File: config.mk
export PLATFORM = sky130hd
export DESIGN_NAME = spi_master_tx
export DESIGN_NICKNAME = d
export VERILOG_FILES = /design/src/rtl/spi_master_tx.sv
export SDC_FILE = /design/constraint.sdc
export NUM_CORES = 1
export LEC_CHECK = 0
export ABC_CLOCK_PERIOD_IN_PS = 2250
export CAP_MARGIN = 20
export CORE_MARGIN = 5
export CORE_UTILIZATION = 49
export DETAILED_ROUTE_END_ITERATION = 10
export PLACE_DENSITY = 0.73
export RECOVER_POWER = 50
export SETUP_SLACK_MARGIN = 0.02
export SLEW_MARGIN = 40
export SYNTH_ARGS = -nofsm -noshare
export SYNTH_HDL_FRONTEND = slang
export SYNTH_SLANG_ARGS = --single-unit
File: constraint.sdc
create_clock -name CLK -period 2.25 [get_ports CLK]
set_input_delay 0.225 -clock CLK [delete_from_list [all_inputs] [get_ports CLK]]
set_output_delay 0.225 -clock CLK [all_outputs]
set_load 0.1 [all_outputs]
File: src/rtl/spi_master_tx.sv
`timescale 1ns / 1ps
// -----------------------------------------------------------------------------
// spi_master_tx
//
// SPI mode-0 master that serialises 32-bit register-write frames, MSB first,
// to the coefficient SPI slave. Frame layout: {wr, addr[6:0], data[23:0]}.
//
// Parameters:
//   CLK_DIV  - clk cycles per SCLK half-period (>= 1)
//   HOLD_CYC - clk cycles ss stays low after the 32nd SCLK falling edge (>= 1)
//   GAP_CYC  - minimum clk cycles ss is high between frames (>= 1)
//
// Ports:
//   CLK    in   system clock, all logic on the rising edge
//   reset  in   asynchronous active-high reset
//   start  in   frame request, accepted when busy is low
//   wr     in   R/W bit, sent as frame bit 31
//   addr   in   7-bit register address, frame bits 30:24
//   data   in   24-bit data, frame bits 23:0
//   busy   out  high while a frame (including the trailing gap) is in progress
//   done   out  one-cycle pulse at frame completion
//   SCLK   out  serial clock, idle low
//   MOSI   out  serial data, changes only when SCLK is driven low
//   ss     out  slave select, active low
//
// All outputs come straight from flops; there is no input-to-output path.
// -----------------------------------------------------------------------------
module spi_master_tx #(
    parameter int unsigned CLK_DIV  = 4,
    parameter int unsigned HOLD_CYC = 4,
    parameter int unsigned GAP_CYC  = 4
) (
    input  logic        CLK,
    input  logic        reset,
    input  logic        start,
    input  logic        wr,
    input  logic [6:0]  addr,
    input  logic [23:0] data,
    output logic        busy,
    output logic        done,
    output logic        SCLK,
    output logic        MOSI,
    output logic        ss
);

    localparam int unsigned CntW = 16;

    // Terminal counts: the phase counter is cleared on entry to each state,
    // so a phase of N cycles ends on the edge where the counter reads N-1.
    localparam logic [CntW-1:0] DivLast  = CntW'(CLK_DIV - 1);
    localparam logic [CntW-1:0] HoldLast = CntW'(HOLD_CYC - 1);
    localparam logic [CntW-1:0] GapLast  = CntW'(GAP_CYC - 1);

    typedef enum logic [2:0] {
        StIdle,
        StSetup,
        StHigh,
        StLow,
        StHold,
        StGap
    } state_e;

    state_e            state_q, state_d;
    logic [CntW-1:0]   cnt_q, cnt_d;
    logic [5:0]        bit_cnt_q, bit_cnt_d;
    logic [31:0]       shreg_q, shreg_d;
    logic              sclk_q, sclk_d;
    logic              mosi_q, mosi_d;
    logic              ss_q, ss_d;
    logic              busy_q, busy_d;
    logic              done_q, done_d;
    logic              accept;

    // State register
    always_ff @(posedge CLK or posedge reset) begin
        if (reset) begin
            state_q   <= StIdle;
            cnt_q     <= '0;
            bit_cnt_q <= '0;
            shreg_q   <= '0;
            sclk_q    <= 1'b0;
            mosi_q    <= 1'b0;
            ss_q      <= 1'b1;
            busy_q    <= 1'b0;
            done_q    <= 1'b0;
        end else begin
            state_q   <= state_d;
            cnt_q     <= cnt_d;
            bit_cnt_q <= bit_cnt_d;
            shreg_q   <= shreg_d;
            sclk_q    <= sclk_d;
            mosi_q    <= mosi_d;
            ss_q      <= ss_d;
            busy_q    <= busy_d;
            done_q    <= done_d;
        end
    end

    // Next-state and output logic
    always_comb begin
        state_d   = state_q;
        cnt_d     = cnt_q + 1'b1;
        bit_cnt_d = bit_cnt_q;
        shreg_d   = shreg_q;
        sclk_d    = sclk_q;
        mosi_d    = mosi_q;
        ss_d      = ss_q;
        busy_d    = busy_q;
        done_d    = 1'b0;
        accept    = 1'b0;

        unique case (state_q)
            StIdle: begin
                cnt_d  = '0;
                accept = start;
            end

            // SCLK low before the first rising edge, MOSI already holds bit 31.
            StSetup: begin
                if (cnt_q == DivLast) begin
                    sclk_d    = 1'b1;
                    bit_cnt_d = bit_cnt_q + 6'd1;
                    cnt_d     = '0;
                    state_d   = StHigh;
                end
            end

            StHigh: begin
                if (cnt_q == DivLast) begin
                    sclk_d = 1'b0;
                    cnt_d  = '0;
                    if (bit_cnt_q == 6'd32) begin
                        state_d = StHold;
                    end else begin
                        // Next bit goes out on the same edge SCLK falls.
                        shreg_d = {shreg_q[30:0], 1'b0};
                        mosi_d  = shreg_q[30];
                        state_d = StLow;
                    end
                end
            end

            StLow: begin
                if (cnt_q == DivLast) begin
                    sclk_d    = 1'b1;
                    bit_cnt_d = bit_cnt_q + 6'd1;
                    cnt_d     = '0;
                    state_d   = StHigh;
                end
            end

            // Keep ss low so the slave can decode the frame it just counted.
            StHold: begin
                if (cnt_q == HoldLast) begin
                    ss_d    = 1'b1;
                    mosi_d  = 1'b0;
                    cnt_d   = '0;
                    state_d = StGap;
                end
            end

            // A start already pending when the gap expires is taken on that
            // same edge, so back-to-back frames see exactly GAP_CYC of ss high
            // and one frame period between done pulses.
            StGap: begin
                if (cnt_q == GapLast) begin
                    done_d = 1'b1;
                    if (start) begin
                        accept = 1'b1;
                    end else begin
                        busy_d  = 1'b0;
                        state_d = StIdle;
                    end
                end
            end

            default: begin
                state_d = StIdle;
            end
        endcase

        if (accept) begin
            shreg_d   = {wr, addr, data};
            mosi_d    = wr;
            ss_d      = 1'b0;
            sclk_d    = 1'b0;
            busy_d    = 1'b1;
            bit_cnt_d = '0;
            cnt_d     = '0;
            state_d   = StSetup;
        end
    end

    assign busy = busy_q;
    assign done = done_q;
    assign SCLK = sclk_q;
    assign MOSI = mosi_q;
    assign ss   = ss_q;

endmodule

==> qor_table.md, run 1 <==
| Quantity | Value | Unit |
|:---|:---|:---|
| Status | finished clean | - |
| Vertical die dimension | 88.7 | µm |
| Leading cell types by total area after synthesis | dfrtp_1 49%, nand2_1 9.3%, nor2_1 6.8% | - |
| All-layer global routing usage | 18.4 | % |
| LEAKAGE | 1.73 | nW |
| Horizontal die dimension | 88.7 | µm |
| Die Area | 0.00787 | mm² |
| Avg Synthesized Cell Area | 8.93 | µm² |
| Half-perimeter wire length after placement | 4.27 | mm |
| Std cell rows | 28 | - |
| Clock tree from TritonCTS | built | - |
| Class of the most critical setup path | flop to flop | - |
| Accumulated negative setup slack | 0 | ps |
| Count of port buffers added during placement | 39 | - |
| Starting density of the core | 50.7 | % |
| Category of the worst setup path launch point | flop | - |
| Diodes inserted | 0 | - |
| Worst Setup Slack, final | 83.7 | ps |
| Maximum achievable frequency | 0.462 | GHz |
| Critical Path Sink Type | flop | - |
| Cell breakdown of the critical path | inv_1 -> ha_1 -> and4b_1 -> or3b_4 -> or3_2 -> nand2_1 -> a31oi_1 | - |
| Unrepaired setup endpoints after global routing | false | - |
| Share of post-route cells with drive strength above 1 | 13.4 | % |
| Max-Cap Viols | 0 | - |
| Final total power | 2.20 | mW |
| Top-level I/O count | 40 | - |
| First-pass GRT wire length | 11.0 | mm |
| # H-tree levels | 3 | - |
| Number of antenna violations at the first check in global routing | 0 | - |
| Number of warnings reported in the yosys synthesis log | 0 | - |
| VDD IR-drop max | 0.388 | mV |
| Routed WL per cell | 14.4 | µm |
| Nets in the synthesized netlist | 378 | - |
| CORE AREA | 0.00599 | mm² |
| Top library cells by usage in the layout, fill and taps aside | 75 x nand2_1, 60 x dfrtp_1, 55 x nor2_1 | - |
| # DRC | 0 | - |
| Final design instance area without fill | 0.00378 | mm² |
| Count of final hold-check violations | 0 | - |
| Clock-pin slew on the worst setup and hold paths | 70 | ps |
| Final hold slack | 425 | ps |
| Congestion Overflow GR | 0 | - |
| Final setup vio count | 0 | - |
| Antenna-violating nets left | 0 | - |
| Main synth FF type | dfrtp_1 | - |
| Cell area after synthesis | 0.00304 | mm² |
| Initial detailed-routing violation count | 243 | - |
| Placed Cells | 451 | - |
| Longest individual stage delay on the worst path | 600 | ps |
| Routability-driven placement congestion ratio | 0.804 | - |
| Number of global-route vias before repair | 2394 | - |
| TritonCTS sink count | 61 | - |
| Share of synthesized registers carrying an async set or reset | 100 | % |
| Fraction of the cycle the final worst path needs | 96.3 | % |
| Data required time at the worst endpoint | 2460 | ps |
| Post-synthesis sequential element count | 61 | - |
| Wirelength, routed | 6.78 | mm |
| Total Nets Final | 428 | - |
| Maximum fanout along the worst path | 8 | - |
| Class of the worst hold path | primary input to flop | - |
| Clock buffers created by TritonCTS | 9 | - |
| Number of different library cells in the post-synthesis netlist | 46 | - |
| P&R area growth vs syn | 24.6 | % |
| Post-Synthesis Cells | 340 | - |
| Final worst path period need | 2170 | ps |
| Slew of the pin with the lowest slew margin | 1480 | ps |
| Worst slew margin | 1.21 | % |
| Number of flops mapped to enable cells by yosys | 0 | - |
| Buffers from clock root to sink, at most | 2 | - |
| Via Count | 2508 | - |
| Number of iterations in the first detailed-routing pass | 4 | - |
| Leading cell type in the layout, fill and taps excluded | nand2_1 | - |
| Critical-path top delay cell | or3_2 | - |
| Pin count of the biggest net entering global routing | 62 | - |
| Top cell type by total area after synthesis | dfrtp_1 | - |
| Library cell used as clock root buffer | clkbuf_8 | - |
| Seq/Total Area, Yosys | 50.3 | % |
| Clock insertion delay at the later pin of the skew report | 340 | ps |
| Core utilization of the finished layout | 63.1 | % |
| Clock tree skew after final layout | 8.83 | ps |
| Number of fill cells in the layout | 518 | - |
| Pwr dens | 581 | mW/mm² |
| CP arrival | 2380 | ps |
| Ratio of routed vias to standard cells | 5.34 | - |
| Area fraction of the dominant cell type after synthesis | 49.4 | % |
| Setup slack after placement | 56.5 | ps |
| Placed instance area | 0.00356 | mm² |
| Non-filler instance count after layout | 470 | - |
| Total count of max-transition violations in the final report | 0 | - |
[final cells by class]
class	instances	area [µm²]	share of cell area, %
well taps	75	93.8	2.48
repair buffers	58	536	14.2
clock inverters	4	45.0	1.19
clock buffers	12	165	4.37
multi-input cells	252	1390	36.6
flip-flops and latches	61	1530	40.4
inverters	8	30.0	0.794
[where the power goes]
part           total, mW  internal, mW  switching, mW  leakage (nW)
registers           1.10          1.10              0         0.688
clock network       1.01         0.596          0.419         0.112
logic             0.0850        0.0527         0.0323         0.931
[worst paths after layout]
check	from	endpoint	slack, ps	depth (start not counted)
setup / recovery	bit_cnt_q[0]	shreg_q[14]	80	7
setup reg to reg	bit_cnt_q[0]	shreg_q[14]	80	7
min in group asynchronous	reset	cnt_q[11]	830	3
hold reg to reg	busy	busy	490	2
max in group asynchronous	reset	cnt_q[3]	540	3
hold / removal	data[0]	shreg_q[0]	420	3
[Yosys cell counts, drive strengths merged, types with 2 or more instances]
library cell and instances:
xnor2 8, nand4 2, a31oi 29, inv 8, and2 5, o21ai 7
o22ai 2, nor4 4, and4 2, xor2 10, clkbuf 11, nand2 75
nor4b 2, nor3 4, nor2b 2, a21oi 6, nor2 55, ha 3
nand3 14, and3 5, dfrtp 60, buf 10
[worst max-delay path, delay by kind of cell (launching register included)]
kind | cells | cell delay (ps)
buffers and inverters | 1 | 50
flip-flops | 1 | 340
AND/OR/NAND/NOR | 4 | 1390
AO/OA/AOI/OAI | 1 | 80
adder cells (fa/ha/maj) | 1 | 170
[cell families after synthesis]
| kind of cell | share of synthesized area, % |
|---|---|
| xor+xnor | 5.19 |
| simple gates | 26.1 |
| buf+inv | 5.44 |
| fa+ha+maj | 1.24 |
| mux | 0.700 |
| flops | 50.3 |
| compound gates | 11.0 |
[timing repair]
action	CTS	global route
resized for setup	0	4
buffers inserted	0	1
hold buffers	0	0
setup endpoints to repair	0	48
[metal layers]
layer	wire length (µm)	GRT usage, %	share of wire (%)	vias to the layer above
met3	386	5.68	5.7	12
met4	123	9.62	1.8	0
met2	3280	28.1	48	60
li1	-	-	-	1250
met5	0	0	0	-
met1	3000	23.6	44	1186
[state kept, by name, summed over array words and instances (netlist names)]
name       cells
shreg_q       31
cnt_q         16
bit_cnt_q      6
state_q        3
MOSI           1
SCLK           1
busy           1
done           1
ss             1
Note: power is estimated with default switching activity, not from simulation.
==> inputs of run 2 (changes only) <==
PLACE_DENSITY = 0.8   (was 0.73)
==> qor_table.md, run 2 (same netlist as run 1, synthesis figures left out) <==
| Quantity | Value | Unit |
|:---|:---|:---|
| Die Area | 0.00787 | mm² |
| Top-level I/O count | 40 | - |
| Horizontal die dimension | 88.7 | µm |
| Worst slew margin | 2.14 | % |
| Register-to-Register Setup Slack | 130 | ps |
| Via Count | 2549 | - |
| Switching power | 0.445 | mW |
| Final hold slack | 434 | ps |
| Ratio of routed vias to standard cells | 5.40 | - |
| Leading cell type in the layout, fill and taps excluded | nand2_1 | - |
| TritonCTS sink count | 61 | - |
| Wirelength, routed | 6.38 | mm |
| Critical R2R Launch | cnt_q[11] | - |
| Clock buffers created by TritonCTS | 9 | - |
| Class of the most critical setup path | flop to flop | - |
| Routed WL per cell | 13.5 | µm |
| CORE AREA | 0.00599 | mm² |
| Clock share of power | 48.1 | % |
| Starting density of the core | 50.7 | % |
| Antenna-violating nets left | 0 | - |
| P&R area growth vs syn | 26.9 | % |
| Biggest regs | shreg_q x31, cnt_q x16, bit_cnt_q x6 | - |
| Count of final hold-check violations | 0 | - |
| Clock-pin slew on the worst setup and hold paths | 60 | ps |
| Hold EP | shreg_q[0] | - |
| Count of port buffers added during placement | 39 | - |
| RR Endpoint | shreg_q[26] | - |
| Total Nets Final | 430 | - |
| Cell breakdown of the critical path | nor4_2 -> nand2_1 -> or2_1 -> or3_4 -> buf_12 -> nand2_1 -> a31oi_1 | - |
| Data required time at the worst endpoint | 2440 | ps |
| Initial detailed-routing violation count | 126 | - |
| Congestion Overflow GR | 0 | - |
| Top library cells by usage in the layout, fill and taps aside | 75 x nand2_1, 60 x dfrtp_1, 55 x nor2_1 | - |
| Critical-path top delay cell | or3_4 | - |
| Min-delay src | data[0] | - |
| Hold Crit Depth | 3 | - |
| Dominant cell type by count on the critical path | nand2_1 | - |
| Register with the most flip-flops | shreg_q | - |
| R2R cell count | 7 | - |
| Maximum achievable frequency | 0.472 | GHz |
| Share of post-route cells with drive strength above 1 | 14.1 | % |
| Total count of max-transition violations in the final report | 0 | - |
| Slew of the pin with the lowest slew margin | 1470 | ps |
| Final setup vio count | 0 | - |
| Fraction of the cycle the final worst path needs | 94.2 | % |
| Number of global-route vias before repair | 2539 | - |
| Final worst path period need | 2120 | ps |
| Maximum fanout along the worst path | 12 | - |
| Longest individual stage delay on the worst path | 450 | ps |
| Clock tree skew after final layout | 10.4 | ps |
| Unrepaired setup endpoints after global routing | false | - |
| Number of fill cells in the layout | 492 | - |
| Clock insertion delay at the later pin of the skew report | 340 | ps |
| Diodes inserted | 0 | - |
| Std cell rows | 28 | - |
| LEAKAGE | 1.77 | nW |
| Status | finished clean | - |
| Number of antenna violations at the first check in global routing | 0 | - |
| First-pass GRT wire length | 11.0 | mm |
| Accumulated negative setup slack | 0 | ps |
| Pin count of the biggest net entering global routing | 62 | - |
| Final total power | 2.28 | mW |
| Library cell used as clock root buffer | clkbuf_8 | - |
| Vertical die dimension | 88.7 | µm |
| Half-perimeter wire length after placement | 4.22 | mm |
| All-layer global routing usage | 18.0 | % |
| Sequential share of power | 48.2 | % |
| Placed Cells | 452 | - |
| Pwr dens | 590 | mW/mm² |
| Clock tree from TritonCTS | built | - |
| Number of iterations in the first detailed-routing pass | 4 | - |
| Critical Path Sink Type | flop | - |
| Part of the total power dissipated in combinational logic | 3.7 | % |
| Number of buffers inserted by hold repair at cts | 0 | - |
| VDD IR-drop max | 0.359 | mV |
| Design internal power | 1.83 | mW |
| # DRC | 0 | - |
| Max-Cap Viols | 0 | - |
| Number of flip-flops in the largest register | 31 | - |
| Non-filler instance count after layout | 472 | - |
| Category of the worst setup path launch point | flop | - |
| Buffers from clock root to sink, at most | 2 | - |
| Class of the worst hold path | primary input to flop | - |
| Routability-driven placement congestion ratio | 0.800 | - |
| CP arrival | 2310 | ps |
| # H-tree levels | 3 | - |
| Net switching fraction of the power | 19.6 | % |
-- run 2: changes by cell type in the layout (fill, tap and decap cells not counted), moves of 2 or more --
cell and delta:
buf_4 -2, buf_6 +4, nor4_1 -2, nor4_2 +2
-- run 2: how the worst max path moves through the flow --
stage                             from     endpoint  slack (ps)
after floorplan               cnt_q[0]  shreg_q[30]          70
after global routing         cnt_q[11]  shreg_q[26]           7
after CTS                 bit_cnt_q[1]  shreg_q[22]          40
final                        cnt_q[11]  shreg_q[26]         130
after detailed placement  bit_cnt_q[1]  shreg_q[26]          90
after global placement    bit_cnt_q[1]  shreg_q[29]         140
-- run 2: cell type report --
cell class              instances  area [µm²]  area share (%)
clock inverters                 4        70.1            1.82
clock buffers                  12         155            4.02
repair buffers                 62         601            15.6
multi-input cells             250        1380            35.7
inverters                       8        30.0           0.779
flip-flops and latches         61        1530            39.6
well taps                      75        93.8            2.43
-- run 2: repair_timing --
item	in CTS	in global routing
endpoints found under the setup margin	0	42
setup buffers	0	2
endpoints found under the hold margin	0	0
resized for setup	0	14
-- run 2: worst max-delay path: cells and delay by family (launching register included) --
family / cells / cell delay [ps]
AOI/OAI and AO/OA: 1 / 100
buffers and inverters: 1 / 170
DFF: 1 / 440
and+or+nand+nor: 5 / 1270
-- run 2: per-stage QoR --
| stage | setup WS, ps | utilization, % | instance area, µm² |
|---|---|---|---|
| after CTS | 44.7 | 63.5 | 3800 |
| after global placement | 143 | 59.7 | 3580 |
| after detailed placement | 93.2 | 59.7 | 3580 |
| final | 130 | 64.3 | 3850 |
| after floorplan | 69.4 | - | 3040 |
| after global routing | 7.13 | 64.3 | 3850 |
-- run 2: power groups by stage --
| stage | clock network, mW | registers, mW | logic, mW |
|---|---|---|---|
| final | 1.09 | 1.10 | 0.0846 |
| after global routing | 1.17 | 1.10 | 0.0941 |
| after CTS | 1.12 | 1.10 | 0.0917 |
| after detailed placement | 0 | 1.12 | 0.0908 |
| after global placement | 0 | 1.12 | 0.0904 |
| after floorplan | 0 | 1.12 | 0.0191 |
-- run 2: per-layer routing --
metal	global-route usage [%]	vias up	routed length, µm
li1	-	1254	-
met1	22.1	1218	2810
met2	29.1	66	3160
met3	4.93	11	318
met4	8.79	0	84
met5	0	-	0
